===== src/rtl/arena_pkg.sv =====
// Shared types and constants for the arena access controller: cell and bomb codes,
// command encodings, controller states and the starting-layout generator.
package arena_pkg;

  localparam int ARENA_W = 10;
  localparam int CELLS   = 100;
  localparam int ADDR_W  = 7;

  localparam logic [ADDR_W-1:0] START_A   = 7'd11;
  localparam logic [ADDR_W-1:0] START_B   = 7'd88;
  localparam logic [ADDR_W-1:0] LAST_CELL = 7'd99;
  localparam logic [ADDR_W-1:0] ROW_STEP  = 7'd10;
  localparam logic [ADDR_W-1:0] COL_STEP  = 7'd1;

  localparam logic [1:0] CELL_BLANK    = 2'b00;
  localparam logic [1:0] CELL_BLOCK    = 2'b01;
  localparam logic [1:0] CELL_PLAYER_A = 2'b10;
  localparam logic [1:0] CELL_PLAYER_B = 2'b11;

  localparam logic [1:0] BOMB_A = 2'b01;
  localparam logic [1:0] BOMB_B = 2'b10;

  localparam logic [2:0] CMD_UP    = 3'd0;
  localparam logic [2:0] CMD_DOWN  = 3'd1;
  localparam logic [2:0] CMD_LEFT  = 3'd2;
  localparam logic [2:0] CMD_RIGHT = 3'd3;
  localparam logic [2:0] CMD_BOMB  = 3'd4;

  typedef enum logic [2:0] {
    INIT, IDLE, RD, CHK, WR_DST, WR_SRC, BOMB, ACK
  } state_t;

  localparam int NUM_BLOCKS = 14;
  localparam logic [ADDR_W-1:0] BLOCK_CELLS [0:NUM_BLOCKS-1] = '{
    7'd13, 7'd17, 7'd24, 7'd32, 7'd34, 7'd38, 7'd46,
    7'd51, 7'd56, 7'd57, 7'd62, 7'd63, 7'd76, 7'd84
  };

  // Starting code of one cell; player starts override everything else.
  function automatic logic [1:0] init_code(input logic [ADDR_W-1:0] addr);
    logic [1:0] code;
    int row;
    int col;
    row  = int'(addr) / ARENA_W;
    col  = int'(addr) % ARENA_W;
    code = CELL_BLANK;
    if (row == 0 || row == ARENA_W - 1 || col == 0 || col == ARENA_W - 1) begin
      code = CELL_BLOCK;
    end else begin
      for (int i = 0; i < NUM_BLOCKS; i++) begin
        if (addr == BLOCK_CELLS[i]) begin
          code = CELL_BLOCK;
        end else begin
          code = code;
        end
      end
    end
    if (addr == START_A) begin
      code = CELL_PLAYER_A;
    end else if (addr == START_B) begin
      code = CELL_PLAYER_B;
    end else begin
      code = code;
    end
    return code;
  endfunction

endpackage


===== src/rtl/arena_access_ctrl_if.sv =====
// Player command handshakes plus arena/bomb RAM ports of the arena access controller.
interface arena_access_ctrl_if;
  import arena_pkg::*;

  logic              req_a;
  logic [2:0]        cmd_a;
  logic              ack_a;
  logic              ok_a;
  logic              req_b;
  logic [2:0]        cmd_b;
  logic              ack_b;
  logic              ok_b;
  logic [ADDR_W-1:0] ar_addr;
  logic              ar_we;
  logic [1:0]        ar_wdata;
  logic [1:0]        ar_rdata;
  logic              bomb_we;
  logic [ADDR_W-1:0] bomb_addr;
  logic [1:0]        bomb_wdata;
  logic [ADDR_W-1:0] pos_a;
  logic [ADDR_W-1:0] pos_b;
  logic              init_done;
  logic              busy;

  modport slave (
    input  req_a, cmd_a, req_b, cmd_b, ar_rdata,
    output ack_a, ok_a, ack_b, ok_b, ar_addr, ar_we, ar_wdata,
           bomb_we, bomb_addr, bomb_wdata, pos_a, pos_b, init_done, busy
  );

  modport master (
    output req_a, cmd_a, req_b, cmd_b, ar_rdata,
    input  ack_a, ok_a, ack_b, ok_b, ar_addr, ar_we, ar_wdata,
           bomb_we, bomb_addr, bomb_wdata, pos_a, pos_b, init_done, busy
  );

endinterface


===== src/rtl/arena_access_ctrl_arb.sv =====
// Two-way round-robin arbiter: on contention the requester not served last wins.
module rr_arbiter2 (
  input  logic clk,
  input  logic rst,
  input  logic en,
  input  logic req_a,
  input  logic req_b,
  output logic gnt_a,
  output logic gnt_b
);

  logic prio_b_r;

  // Grant decode, only while the controller can accept a command
  always_comb begin
    gnt_a = 1'b0;
    gnt_b = 1'b0;
    if (en) begin
      if (req_a && (!req_b || !prio_b_r)) begin
        gnt_a = 1'b1;
      end else if (req_b) begin
        gnt_b = 1'b1;
      end else begin
        gnt_a = 1'b0;
      end
    end else begin
      gnt_b = 1'b0;
    end
  end

  // Last-grant pointer: favour the other player after each grant
  always_ff @(posedge clk) begin
    if (rst) begin
      prio_b_r <= 1'b0;
    end else if (gnt_a) begin
      prio_b_r <= 1'b1;
    end else if (gnt_b) begin
      prio_b_r <= 1'b0;
    end else begin
      prio_b_r <= prio_b_r;
    end
  end

endmodule


===== src/rtl/arena_access_ctrl.sv =====
// Arena RAM owner: sweeps the starting layout, then serialises player move/bomb
// commands as read-check-write sequences on the single-port cell RAM.
module arena_access_ctrl
  import arena_pkg::*;
(
  input  logic               clk,
  input  logic               rst,
  arena_access_ctrl_if.slave bus
);

  state_t            state_r, state_nx_s;
  logic [ADDR_W-1:0] cnt_r, cnt_nx_s;
  logic [ADDR_W-1:0] pos_a_r, pos_a_nx_s;
  logic [ADDR_W-1:0] pos_b_r, pos_b_nx_s;
  logic              player_r, player_nx_s;
  logic [2:0]        cmd_r, cmd_nx_s;
  logic              ok_r, ok_nx_s;
  logic              init_done_r, init_done_nx_s;

  logic              arb_en_s, gnt_a_s, gnt_b_s;
  logic [2:0]        gcmd_s;
  logic [ADDR_W-1:0] own_pos_s, tgt_s;
  logic [1:0]        own_code_s;

  assign arb_en_s = (state_r == IDLE);

  rr_arbiter2 u_arb (
    .clk   (clk),
    .rst   (rst),
    .en    (arb_en_s),
    .req_a (bus.req_a),
    .req_b (bus.req_b),
    .gnt_a (gnt_a_s),
    .gnt_b (gnt_b_s)
  );

  // Position and target of the granted player; walls keep targets inside the arena
  always_comb begin
    own_pos_s  = player_r ? pos_b_r : pos_a_r;
    own_code_s = player_r ? CELL_PLAYER_B : CELL_PLAYER_A;
    gcmd_s     = gnt_b_s ? bus.cmd_b : bus.cmd_a;
    case (cmd_r)
      CMD_UP:    tgt_s = own_pos_s - ROW_STEP;
      CMD_DOWN:  tgt_s = own_pos_s + ROW_STEP;
      CMD_LEFT:  tgt_s = own_pos_s - COL_STEP;
      CMD_RIGHT: tgt_s = own_pos_s + COL_STEP;
      default:   tgt_s = own_pos_s;
    endcase
  end

  // Next-state logic for the sweep, arbitration and command sequencing
  always_comb begin
    state_nx_s     = state_r;
    cnt_nx_s       = cnt_r;
    pos_a_nx_s     = pos_a_r;
    pos_b_nx_s     = pos_b_r;
    player_nx_s    = player_r;
    cmd_nx_s       = cmd_r;
    ok_nx_s        = ok_r;
    init_done_nx_s = init_done_r;
    case (state_r)
      INIT: begin
        if (cnt_r == LAST_CELL) begin
          state_nx_s     = IDLE;
          cnt_nx_s       = 7'd0;
          init_done_nx_s = 1'b1;
        end else begin
          cnt_nx_s = cnt_r + 7'd1;
        end
      end
      IDLE: begin
        if (gnt_a_s || gnt_b_s) begin
          player_nx_s = gnt_b_s;
          cmd_nx_s    = gcmd_s;
          case (gcmd_s)
            CMD_UP, CMD_DOWN, CMD_LEFT, CMD_RIGHT: state_nx_s = RD;
            CMD_BOMB: state_nx_s = BOMB;
            default: begin
              state_nx_s = ACK;
              ok_nx_s    = 1'b0;
            end
          endcase
        end else begin
          state_nx_s = IDLE;
        end
      end
      RD: state_nx_s = CHK;
      CHK: begin
        if (bus.ar_rdata == CELL_BLANK) begin
          state_nx_s = WR_DST;
        end else begin
          state_nx_s = ACK;
          ok_nx_s    = 1'b0;
        end
      end
      WR_DST: state_nx_s = WR_SRC;
      WR_SRC: begin
        state_nx_s = ACK;
        ok_nx_s    = 1'b1;
        if (player_r) begin
          pos_b_nx_s = tgt_s;
        end else begin
          pos_a_nx_s = tgt_s;
        end
      end
      BOMB: begin
        state_nx_s = ACK;
        ok_nx_s    = 1'b1;
      end
      ACK: state_nx_s = IDLE;
      default: state_nx_s = INIT;
    endcase
  end

  // State registers; reset aborts any command in flight and restarts the sweep
  always_ff @(posedge clk) begin
    if (rst) begin
      state_r     <= INIT;
      cnt_r       <= 7'd0;
      pos_a_r     <= START_A;
      pos_b_r     <= START_B;
      player_r    <= 1'b0;
      cmd_r       <= 3'd0;
      ok_r        <= 1'b0;
      init_done_r <= 1'b0;
    end else begin
      state_r     <= state_nx_s;
      cnt_r       <= cnt_nx_s;
      pos_a_r     <= pos_a_nx_s;
      pos_b_r     <= pos_b_nx_s;
      player_r    <= player_nx_s;
      cmd_r       <= cmd_nx_s;
      ok_r        <= ok_nx_s;
      init_done_r <= init_done_nx_s;
    end
  end

  // Port decode from registered state; write enables are suppressed while rst is high
  always_comb begin
    bus.ar_we      = 1'b0;
    bus.ar_addr    = tgt_s;
    bus.ar_wdata   = CELL_BLANK;
    bus.bomb_we    = 1'b0;
    bus.bomb_addr  = own_pos_s;
    bus.bomb_wdata = player_r ? BOMB_B : BOMB_A;
    case (state_r)
      INIT: begin
        bus.ar_we    = ~rst;
        bus.ar_addr  = cnt_r;
        bus.ar_wdata = init_code(cnt_r);
      end
      WR_DST: begin
        bus.ar_we    = ~rst;
        bus.ar_wdata = own_code_s;
      end
      WR_SRC: begin
        bus.ar_we   = ~rst;
        bus.ar_addr = own_pos_s;
      end
      BOMB: bus.bomb_we = ~rst;
      default: bus.ar_we = 1'b0;
    endcase
    bus.ack_a     = (state_r == ACK) && !player_r;
    bus.ack_b     = (state_r == ACK) && player_r;
    bus.ok_a      = bus.ack_a && ok_r;
    bus.ok_b      = bus.ack_b && ok_r;
    bus.pos_a     = pos_a_r;
    bus.pos_b     = pos_b_r;
    bus.init_done = init_done_r;
    bus.busy      = (state_r != IDLE);
  end

endmodule


===== src/flat_wrapper.sv =====
// flat-port wrapper written by rule: the top's interface ports become plain ports
module arena_access_ctrl_flat import arena_pkg::*;
  (clk, rst, bus_req_a, bus_cmd_a, bus_req_b, bus_cmd_b, bus_ar_rdata, bus_ack_a, bus_ok_a, bus_ack_b, bus_ok_b, bus_ar_addr, bus_ar_we, bus_ar_wdata, bus_bomb_we, bus_bomb_addr, bus_bomb_wdata, bus_pos_a, bus_pos_b, bus_init_done, bus_busy);
  arena_access_ctrl_if bus_i ();
  input  logic clk;
  input  logic rst;
  input wire logic [$bits(bus_i.req_a)-1:0] bus_req_a;
  input wire logic [$bits(bus_i.cmd_a)-1:0] bus_cmd_a;
  input wire logic [$bits(bus_i.req_b)-1:0] bus_req_b;
  input wire logic [$bits(bus_i.cmd_b)-1:0] bus_cmd_b;
  input wire logic [$bits(bus_i.ar_rdata)-1:0] bus_ar_rdata;
  output wire logic [$bits(bus_i.ack_a)-1:0] bus_ack_a;
  output wire logic [$bits(bus_i.ok_a)-1:0] bus_ok_a;
  output wire logic [$bits(bus_i.ack_b)-1:0] bus_ack_b;
  output wire logic [$bits(bus_i.ok_b)-1:0] bus_ok_b;
  output wire logic [$bits(bus_i.ar_addr)-1:0] bus_ar_addr;
  output wire logic [$bits(bus_i.ar_we)-1:0] bus_ar_we;
  output wire logic [$bits(bus_i.ar_wdata)-1:0] bus_ar_wdata;
  output wire logic [$bits(bus_i.bomb_we)-1:0] bus_bomb_we;
  output wire logic [$bits(bus_i.bomb_addr)-1:0] bus_bomb_addr;
  output wire logic [$bits(bus_i.bomb_wdata)-1:0] bus_bomb_wdata;
  output wire logic [$bits(bus_i.pos_a)-1:0] bus_pos_a;
  output wire logic [$bits(bus_i.pos_b)-1:0] bus_pos_b;
  output wire logic [$bits(bus_i.init_done)-1:0] bus_init_done;
  output wire logic [$bits(bus_i.busy)-1:0] bus_busy;
  assign bus_i.req_a = bus_req_a;
  assign bus_i.cmd_a = bus_cmd_a;
  assign bus_i.req_b = bus_req_b;
  assign bus_i.cmd_b = bus_cmd_b;
  assign bus_i.ar_rdata = bus_ar_rdata;
  assign bus_ack_a = bus_i.ack_a;
  assign bus_ok_a = bus_i.ok_a;
  assign bus_ack_b = bus_i.ack_b;
  assign bus_ok_b = bus_i.ok_b;
  assign bus_ar_addr = bus_i.ar_addr;
  assign bus_ar_we = bus_i.ar_we;
  assign bus_ar_wdata = bus_i.ar_wdata;
  assign bus_bomb_we = bus_i.bomb_we;
  assign bus_bomb_addr = bus_i.bomb_addr;
  assign bus_bomb_wdata = bus_i.bomb_wdata;
  assign bus_pos_a = bus_i.pos_a;
  assign bus_pos_b = bus_i.pos_b;
  assign bus_init_done = bus_i.init_done;
  assign bus_busy = bus_i.busy;
  arena_access_ctrl u_core (.clk(clk), .rst(rst), .bus(bus_i));
endmodule

===== config.mk =====
export PLATFORM = sky130hd
export DESIGN_NAME = arena_access_ctrl_flat
export DESIGN_NICKNAME = d
export VERILOG_FILES = /design/src/rtl/arena_pkg.sv /design/src/rtl/arena_access_ctrl_if.sv /design/src/rtl/arena_access_ctrl_arb.sv /design/src/rtl/arena_access_ctrl.sv /design/src/flat_wrapper.sv
export SDC_FILE = /design/constraint.sdc
export NUM_CORES = 1
export LEC_CHECK = 0
export BUFFER_PORTS_ARGS = -buffer_cell sky130_fd_sc_hd__buf_2
export CAP_MARGIN = 20
export CORE_AREA = 2 2 84 102
export DETAILED_ROUTE_END_ITERATION = 8
export DIE_AREA = 0 0 86 104
export PLACE_DENSITY = 0.68
export SLEW_MARGIN = 20
export SYNTH_ARGS = -nofsm -noshare
export SYNTH_HDL_FRONTEND = slang
export SYNTH_SLANG_ARGS = --single-unit

===== constraint.sdc =====
create_clock -name clk -period 5.3 [get_ports clk]
set_input_delay 1.06 -clock clk [delete_from_list [all_inputs] [get_ports clk]]
set_output_delay 1.06 -clock clk [all_outputs]
set_load 0.02 [all_outputs]

==> flow_summary.ini, run 1 <==
[logic_synthesis]
synth_fp_nets = 468
synth-main-ff-cell = dfxtp_1
post_synth_num_cell_types = 68
netlist_instances = 440
avgSynthCellArea_sq_um = 7.23
synth_edf_count = 0
synth_top_area_cell = dfxtp_1
synth_top_cell_area_share = 0.195
synth_area_sq_mm = 0.00318
async_flop_share = 0
ys_seq_elements = 31
ys_seq_area_frac = 0.195
ys.warnings.count = 0
yosys-top-cells-area = dfxtp_1 20%, a21oi_1 7.1%, o21ai_0 6.1%

[sta]
skew_ns = 0.00522
timing.slew.headroom = 0.405
worstMarginPinSlew_ns = 0.891
hold_slack_ns = 0.446
min_period_ns = 4.86
rsz0062_at_grt = no
slew_viol_final = 0
setup_violations = 0
fin_crit_sh = 0.917
hold_violations = 0
fmax_ghz = 0.206
tns_ns = 0

[detailed_routing]
vias = 3276
ant_nets = 0
drt-initial-drc-count = 207
drt-total-wl_um = 8710
firstDrtPassIters = 5
wl_per_cell_um = 15.3
via_per_inst = 5.76
route.detailed.drc = 0

[power_and_ir_drop]
ir_drop_mv = 0.352
clkPwrFrac = 0.143
power_w = 0.00145
p_per_area_mw_per_mm2 = 413
combPwrFrac = 0.611
pwr-share-seq = 0.246
p_sw_w = 0.000735
power.leakage_nw = 1.42
switching_share = 0.506
p_int_w = 0.000717

[global_route]
grt_first_pass_wirelength_um = 14500
gr-total-overflow = 0
grt_pass1_vias = 3049
antenna_found_initial = 0
grt_util_all_layers = 0.194
grt_max_degree = 30

[final_layout]
syn_to_final_growth_pct = 10.5
final_common_cell = buf_2
antennaDiodeCount = 0
fin_util = 0.441
fillCellCount = 829
drive_above_1_share = 0.181
final_nets = 501
layout_common_cells = 51 x buf_2, 48 x nor2_1, 45 x a21oi_1

[critical_path]
cp-end-kind = output port
critPathTopFamily = compound AO/OA/AOI/OAI gates
critPathLaunchType = flip-flop
crit_type = flip-flop to output port
path_cells = nor2_2 > inv_1 > ha_1 > nand2b_2 > nand2_1 > a311oi_1 > a2bb2oi_2 > and3_4 > a2111oi_4 > o211ai_2 > xor2_1 > a311oi_1 > o22ai_1 > buf_2
worstPathArrival_ns = 3.80
worst_path_max_delay_cell = ha_1
worstPathRequired_ns = 4.24
cp_num_buf_inv = 2
slowest_delay_ns = 0.44
cpMostUsedCell = a311oi_1
crit_path_max_fanout = 8

[place]
io_buffers = 51
gp_congestion = 0.932
dp_hpwl_um = 6650

[clock_network]
numCtsBuffers = 5
holdBufCountCts = 0
clock_latency_ns = 0.28
cts-root-buf = clkbuf_8
cts_tree = yes
cts.sinks = 31
post_cts_resized = 0
clk_pin_slew_ns = 0.06
clockBufferDepth = 2
post_cts_buffers = 0
htree_levels = 2

[floorplanning]
core_area_sq_mm = 0.00797
ioPinCount = 52
dieHeight_um = 104
rows = 36
start_util = 0.399
die_x_um = 86
die_area_sq_mm = 0.00894

[flow_run]
cap_violations = 0

[status]
status = finished clean

[hold_path]
min_path_type = flip-flop to flip-flop
-- power groups by stage --
stage	Sequential, W	Combinational, W	Clock [W]
3_5_place_dp	0.000358	0.000878	0
2_1_floorplan	0.000291	0.000721	0
5_1_grt	0.000365	0.000981	0.000221
3_3_place_gp	0.000356	0.000867	0
4_1_cts	0.000352	0.000883	0.000211
6_report	0.000357	0.000888	0.000207
-- layout make-up --
type,instances,area [sq um],share of cell area
clock buffer,7,96.3,0.0274
clock inverter,1,7.51,0.00214
inverter,23,86.3,0.0246
multi-input combinational,354,2280,0.648
sequential,31,621,0.177
tap,95,119,0.0338
timing repair buffer,58,308,0.0875
-- synth_stat cells, types with 5 or more instances --
master,number
a31oi_1,6
o22ai_1,5
a211oi_1,9
mux2i_1,12
nand3_1,9
xnor2_1,9
o21ai_0,39
nor2b_1,7
nand2b_1,7
nor3_1,7
a21o_1,5
buf_4,5
a21oi_1,45
or3_1,5
ha_1,14
dfxtp_1,31
o211ai_1,9
xor2_1,5
clkbuf_1,18
inv_1,21
nor2_1,48
nand2_1,44
-- flip-flops by register name (all words and copies together), names as in the netlist --
name / flops
u_core.bus.init_done: 1
u_core.cnt_r: 7
u_core.u_arb.prio_b_r: 1
u_core.cmd_r: 3
u_core.ok_r: 1
u_core.player_r: 1
u_core.state_r: 3
u_core.bus.pos_b: 7
u_core.bus.pos_a: 7
-- final timing paths --
check	startpoint	to	slack (ns)	cells after the start
setup / recovery	u_core.cnt_r[4]$_SDFFE_PP0N_	bus_ar_wdata[0]	0.44	14
hold / removal	u_core.bus.init_done$_SDFFE_PP0P_	u_core.bus.init_done$_SDFFE_PP0P_	0.45	2
setup reg to reg	u_core.cmd_r[2]$_SDFFE_PP0P_	u_core.bus.pos_a[4]$_SDFFE_PP0P_	2.03	13
hold reg to reg	u_core.bus.init_done$_SDFFE_PP0P_	u_core.bus.init_done$_SDFFE_PP0P_	0.45	2
-- worst register-to-register path: cells and delay by family (launching register included) --
kind	cells	cell delay [ns]
compound gates	6	1.33
fa+ha+maj	1	0.41
buf+inv	1	0.09
flops	1	0.61
simple gates	5	0.70
-- per-layer routing --
layer	GRT usage	up-vias	part of all wire
met2	0.335	95	0.51
met4	0.0680	0	0.027
met5	0	-	0
met1	0.245	1517	0.43
met3	0.0254	19	0.038
li1	-	1645	-
-- kinds of logic (layout without fill, tap and decap cells) --
group	count (synthesis)	in the layout	synth area share
AOI/OAI and AO/OA	150	150	0.308
DFF	31	31	0.195
muxes	16	16	0.0519
buffers and inverters	55	89	0.0889
adders and majority gates	19	19	0.0771
and+or+nand+nor	155	155	0.241
xor gates and xnor gates	14	14	0.0385
-- metrics by stage --
| step | setup slack [ns] | area (sq um) | instances |
|---|---|---|---|
| final | 0.439 | 3520 | 569 |
| after global routing | 0.0580 | 3520 | 569 |
| after CTS | 0.411 | 3520 | 569 |
| after detailed placement | 0.720 | 3410 | 561 |
| after global placement | 0.771 | 3410 | 561 |
| after floorplan | 0.837 | 3180 | 440 |
Power figures use the tool's default switching activity.
==> inputs of run 2 (changes only) <==
--- a/config.mk
+++ b/config.mk
@@ -11,6 +11,7 @@
 export DETAILED_ROUTE_END_ITERATION = 8
 export DIE_AREA = 0 0 86 104
 export PLACE_DENSITY = 0.68
+export REMOVE_ABC_BUFFERS = 1
 export SLEW_MARGIN = 20
 export SYNTH_ARGS = -nofsm -noshare
 export SYNTH_HDL_FRONTEND = slang
==> run 2 against run 1 <==
Net effect: first-iteration DRC count is 33% lower; die area stayed put; via count increased by 0.21%; wire length grew 0.69%; clock-buffer cell count up 1; critical path depth unchanged; worst hold slack worse by 0.0023 ns; final area shrank 0.53%; critical endpoint unchanged.
==> flow_summary.ini, run 2 (same netlist as run 1, synthesis figures left out) <==
[global_route]
grt_util_all_layers = 0.195
antenna_found_initial = 0
grt_max_degree = 30
gr-total-overflow = 0
grt_pass1_vias = 3014
grt_first_pass_wirelength_um = 14400

[final_layout]
fin_util = 0.439
final_nets = 499
layout_common_cells = 51 x buf_2, 48 x nor2_1, 45 x a21oi_1
syn_to_final_growth_pct = 9.91
drive_above_1_share = 0.176
antennaDiodeCount = 0
final_common_cell = buf_2
stdcell_count = 567

[sta]
slew_viol_final = 0
setup_ws_ns = 0.499
timing.slew.headroom = 0.398
rsz0062_at_grt = no
min_period_ns = 4.80
tns_ns = 0
hold_violations = 0
worstMarginPinSlew_ns = 0.902
setup_violations = 0
fin_crit_sh = 0.906
fmax_ghz = 0.208
skew_ns = 0.00753

[power_and_ir_drop]
ir_drop_mv = 0.305
switching_share = 0.505
clkPwrFrac = 0.144
pwr-share-seq = 0.255
combPwrFrac = 0.600
power.leakage_nw = 1.41
p_int_w = 0.000713
p_sw_w = 0.000726
p_per_area_mw_per_mm2 = 412

[clock_network]
htree_levels = 2
clk_pin_slew_ns = 0.06
post_cts_buffers = 0
post_cts_resized = 0
cts-root-buf = clkbuf_8
numCtsBuffers = 5
cts.sinks = 31
clock_latency_ns = 0.29
cts_tree = yes
clockBufferDepth = 2
holdBufCountCts = 0

[detailed_routing]
drt-total-wl_um = 8770
ant_nets = 0
firstDrtPassIters = 4
route.detailed.drc = 0
via_per_inst = 5.79
drt-initial-drc-count = 138
vias = 3283
wl_per_cell_um = 15.5

[critical_path]
critPathLaunchType = flip-flop
worstPathArrival_ns = 3.74
crit_path_max_fanout = 8
cp-end-kind = output port
r2r_slack_ns = 2.13
r2r_cells = 13
worstPathRequired_ns = 4.24
r2r-end = u_core.bus.pos_a[6]$_SDFFE_PP0P_
crit_type = flip-flop to output port
r2r-start = u_core.cmd_r[1]$_SDFFE_PP0P_

[floorplanning]
dieHeight_um = 104
ioPinCount = 52
rows = 36
die_area_sq_mm = 0.00894
die_x_um = 86
start_util = 0.399
core_area_sq_mm = 0.00797

[place]
place_inst = 559
dp_hpwl_um = 6490
io_buffers = 51
place_ws_ns = 0.809
gp_congestion = 0.906

[flow_run]
cap_violations = 0

[hold_path]
min_path_cells = 2
min_path_type = flip-flop to flip-flop
hold_end = u_core.bus.init_done$_SDFFE_PP0P_
min-delay-start = u_core.bus.init_done$_SDFFE_PP0P_

[status]
status = finished clean
run 2: cell types whose count changed in the layout (fill, tap and decap cells not counted):
cell and delta:
clkinvlp_4 -1, buf_4 -2, clkbuf_1 +1
run 2: stage by stage:
step | total power (W) | hold slack (ns) | instance area [sq um]
final | 0.00144 | 0.444 | 3500
after global routing | 0.00155 | 0.490 | 3500
after CTS | 0.00144 | 0.445 | 3500
after detailed placement | 0.00123 | 0.435 | 3400
after global placement | 0.00121 | 0.437 | 3400
after floorplan | 0.000979 | 0.468 | 2990
run 2: how the worst max path moves through the flow:
stage / start / to / slack, ns / depth (start not counted)
after floorplan: u_core.cnt_r[4]$_SDFFE_PP0N_ / bus_ar_wdata[0] / 0.69 / 13
after global placement: u_core.cnt_r[4]$_SDFFE_PP0N_ / bus_ar_wdata[0] / 0.99 / 14
after detailed placement: u_core.cnt_r[4]$_SDFFE_PP0N_ / bus_ar_wdata[0] / 0.81 / 14
after CTS: u_core.cnt_r[4]$_SDFFE_PP0N_ / bus_ar_wdata[0] / 0.50 / 14
after global routing: u_core.cnt_r[4]$_SDFFE_PP0N_ / bus_ar_wdata[0] / 0.12 / 14
final: u_core.cnt_r[4]$_SDFFE_PP0N_ / bus_ar_wdata[0] / 0.50 / 14
run 2: power groups by stage:
stage                     sequential (W)  clock [W]  combinational, W
after floorplan                 0.000340          0          0.000639
after global placement          0.000368          0          0.000845
after detailed placement        0.000370          0          0.000857
after CTS                       0.000364   0.000212          0.000862
after global routing            0.000378   0.000219          0.000957
final                           0.000368   0.000208          0.000864
run 2: final cells by class:
type                            instances  area [sq um]
Inverter                               23          86.3
Sequential cell                        31           621
Multi-Input combinational cell        354          2280
Tap cell                               95           119
Timing Repair Buffer                   56           293
Clock buffer                            8           100
Fill cell                             834          4480
run 2: routing by layer:
layer  part of all wire  up-vias  track usage  wire length (um)
met5                  0        -            0                 0
met4              0.022        0       0.0748               197
met1               0.42     1548        0.244              3720
met2               0.51       87        0.334              4460
li1                   -     1632            -                 -
met3              0.045       16       0.0254               393
run 2: critical path, stage by stage, from the launching register on:
cell	delay [ns]
dfxtp_1	0.31
nor2_2	0.26
inv_1	0.10
ha_1	0.40
nand2b_2	0.26
o21a_1	0.23
o22ai_1	0.13
nand2_1	0.21
and3_4	0.25
a2111oi_4	0.36
o211ai_2	0.19
xor2_1	0.19
a311oi_1	0.28
o22ai_1	0.10
buf_2	0.17
==> inputs of run 3 (changes only) <==
==> constraint.sdc (replaced) <==
create_clock -name clk -period 5.8 [get_ports clk]
set_input_delay 1.16 -clock clk [delete_from_list [all_inputs] [get_ports clk]]
set_output_delay 1.16 -clock clk [all_outputs]
set_load 0.02 [all_outputs]
==> run 3 against run 2 <==
Net effect: critical path depth is 3 lower; final area is 0.50% higher; flip-flop and latch count stayed put; non-clock buffer count stayed put; largest power group unchanged; highest routed layer unchanged.
==> flow_summary.ini, run 3 (same netlist as run 1, synthesis figures left out) <==
[detailed_routing]
drt-total-wl_um = 8590
vias = 3279
wl_per_cell_um = 15.1
firstDrtPassIters = 5
drt-initial-drc-count = 152
route.detailed.drc = 0
ant_nets = 0
via_per_inst = 5.78

[final_layout]
fillCellCount = 820
final_nets = 499
syn_to_final_growth_pct = 10.5
drive_above_1_share = 0.178
layout_common_cells = 51 x buf_2, 48 x nor2_1, 45 x a21oi_1
fin_area_sq_mm = 0.00351
final_common_cell = buf_2
fin_util = 0.441
antennaDiodeCount = 0

[status]
status = finished clean

[critical_path]
cp_num_buf_inv = 2
critPathLaunchType = flip-flop
crit_type = flip-flop to output port
critPathTopFamily = compound AO/OA/AOI/OAI gates
path_cells = inv_1 > o21ai_0 > o2bb2ai_2 > a2bb2oi_2 > nor2_1 > a2111oi_4 > o211ai_2 > xor2_1 > a311oi_1 > o22ai_1 > buf_2
cp-end-kind = output port
slowest_delay_ns = 0.88
crit_path_max_fanout = 26
worstPathRequired_ns = 4.64
worst_path_max_delay_cell = dfxtp_1
worstPathArrival_ns = 3.77

[sta]
tns_ns = 0
worstMarginPinSlew_ns = 0.890
skew_ns = 0.00530
slew_viol_final = 0
setup_violations = 0
timing.slew.headroom = 0.406
fmax_ghz = 0.203
rsz0062_at_grt = no
hold_violations = 0
fin_crit_sh = 0.851
min_period_ns = 4.93

[place]
postPlaceCellArea_sq_mm = 0.00340
dp_hpwl_um = 6530
gp_congestion = 0.900
io_buffers = 51

[flow_run]
cap_violations = 0

[global_route]
grt_first_pass_wirelength_um = 14300
antenna_found_initial = 0
gr-total-overflow = 0
grt_max_degree = 30
grt_pass1_vias = 3007
grt_util_all_layers = 0.192

[power_and_ir_drop]
p_per_area_mw_per_mm2 = 387
ir_drop_mv = 0.281
power.leakage_nw = 1.42

[clock_network]
clockBufferDepth = 2
htree_levels = 2
clock_latency_ns = 0.28
cts-root-buf = clkbuf_8
cts_tree = yes
post_cts_resized = 0
clk_pin_slew_ns = 0.07
numCtsBuffers = 5
post_cts_buffers = 0
holdBufCountCts = 0
cts.sinks = 31

[hold_path]
min_path_type = flip-flop to flip-flop

[floorplanning]
die_x_um = 86
rows = 36
ioPinCount = 52
core_area_sq_mm = 0.00797
dieHeight_um = 104
start_util = 0.399
die_area_sq_mm = 0.00894
==> run 3: cell types whose count changed in the layout (fill, tap and decap cells not counted), sizes merged <==
cell,previous run,this run
clkbuf,8,6
clkinv,0,1
bufinv,0,1
==> run 3: worst paths after layout <==
| kind | from | to | depth (start not counted) | slack, ns |
|---|---|---|---|---|
| max | u_core.cnt_r[3]$_SDFFE_PP0N_ | bus_ar_wdata[0] | 11 | 0.87 |
| min | u_core.bus.init_done$_SDFFE_PP0P_ | u_core.bus.init_done$_SDFFE_PP0P_ | 2 | 0.45 |
| max reg2reg | u_core.cmd_r[1]$_SDFFE_PP0P_ | u_core.bus.pos_a[6]$_SDFFE_PP0P_ | 13 | 2.61 |
| min reg2reg | u_core.bus.init_done$_SDFFE_PP0P_ | u_core.bus.init_done$_SDFFE_PP0P_ | 2 | 0.45 |
==> run 3: area by class of cell <==
type / instances / area, sq um / share of cell area
Timing Repair Buffer: 56 / 293 / 0.0833
Tap cell: 95 / 119 / 0.0338
Inverter: 23 / 86.3 / 0.0246
Clock inverter: 2 / 35.0 / 0.00997
Clock buffer: 6 / 82.6 / 0.0235
Multi-Input combinational cell: 354 / 2280 / 0.648
Sequential cell: 31 / 621 / 0.177
==> run 3: per-stage QoR <==
stage | hold WS (ns) | power (W) | cells | setup slack [ns]
after floorplan | 0.468 | 0.000894 | 408 | 1.09
after global placement | 0.437 | 0.00113 | 559 | 1.29
after detailed placement | 0.452 | 0.00113 | 559 | 1.17
after CTS | 0.462 | 0.00136 | 567 | 0.876
after global routing | 0.505 | 0.00147 | 567 | 0.556
final | 0.455 | 0.00136 | 567 | 0.865
==> run 3: per-layer routing <==
metal  GRT usage  wire (um)  up-vias
li1            -          -     1644
met2       0.343       4430       96
met4      0.0454         89        0
met1       0.245       3710     1528
met5           0          0        -
met3      0.0183        356       11
==> run 3: where the power goes <==
part / total [W] / switching (W) / internal (W) / leakage [nW]
clock network: 0.000221 / 0.0000822 / 0.000139 / 0.0612
logic: 0.000803 / 0.000487 / 0.000316 / 1.11
registers: 0.000337 / 0.0000984 / 0.000238 / 0.251
==> run 3: worst reg2reg max path, delay by kind of cell (launching register included) <==
kind,cells,cell delay [ns]
fa+ha+maj,1,0.36
flops,1,0.64
xor+xnor,1,0.22
compound gates,6,0.97
simple gates,5,0.90
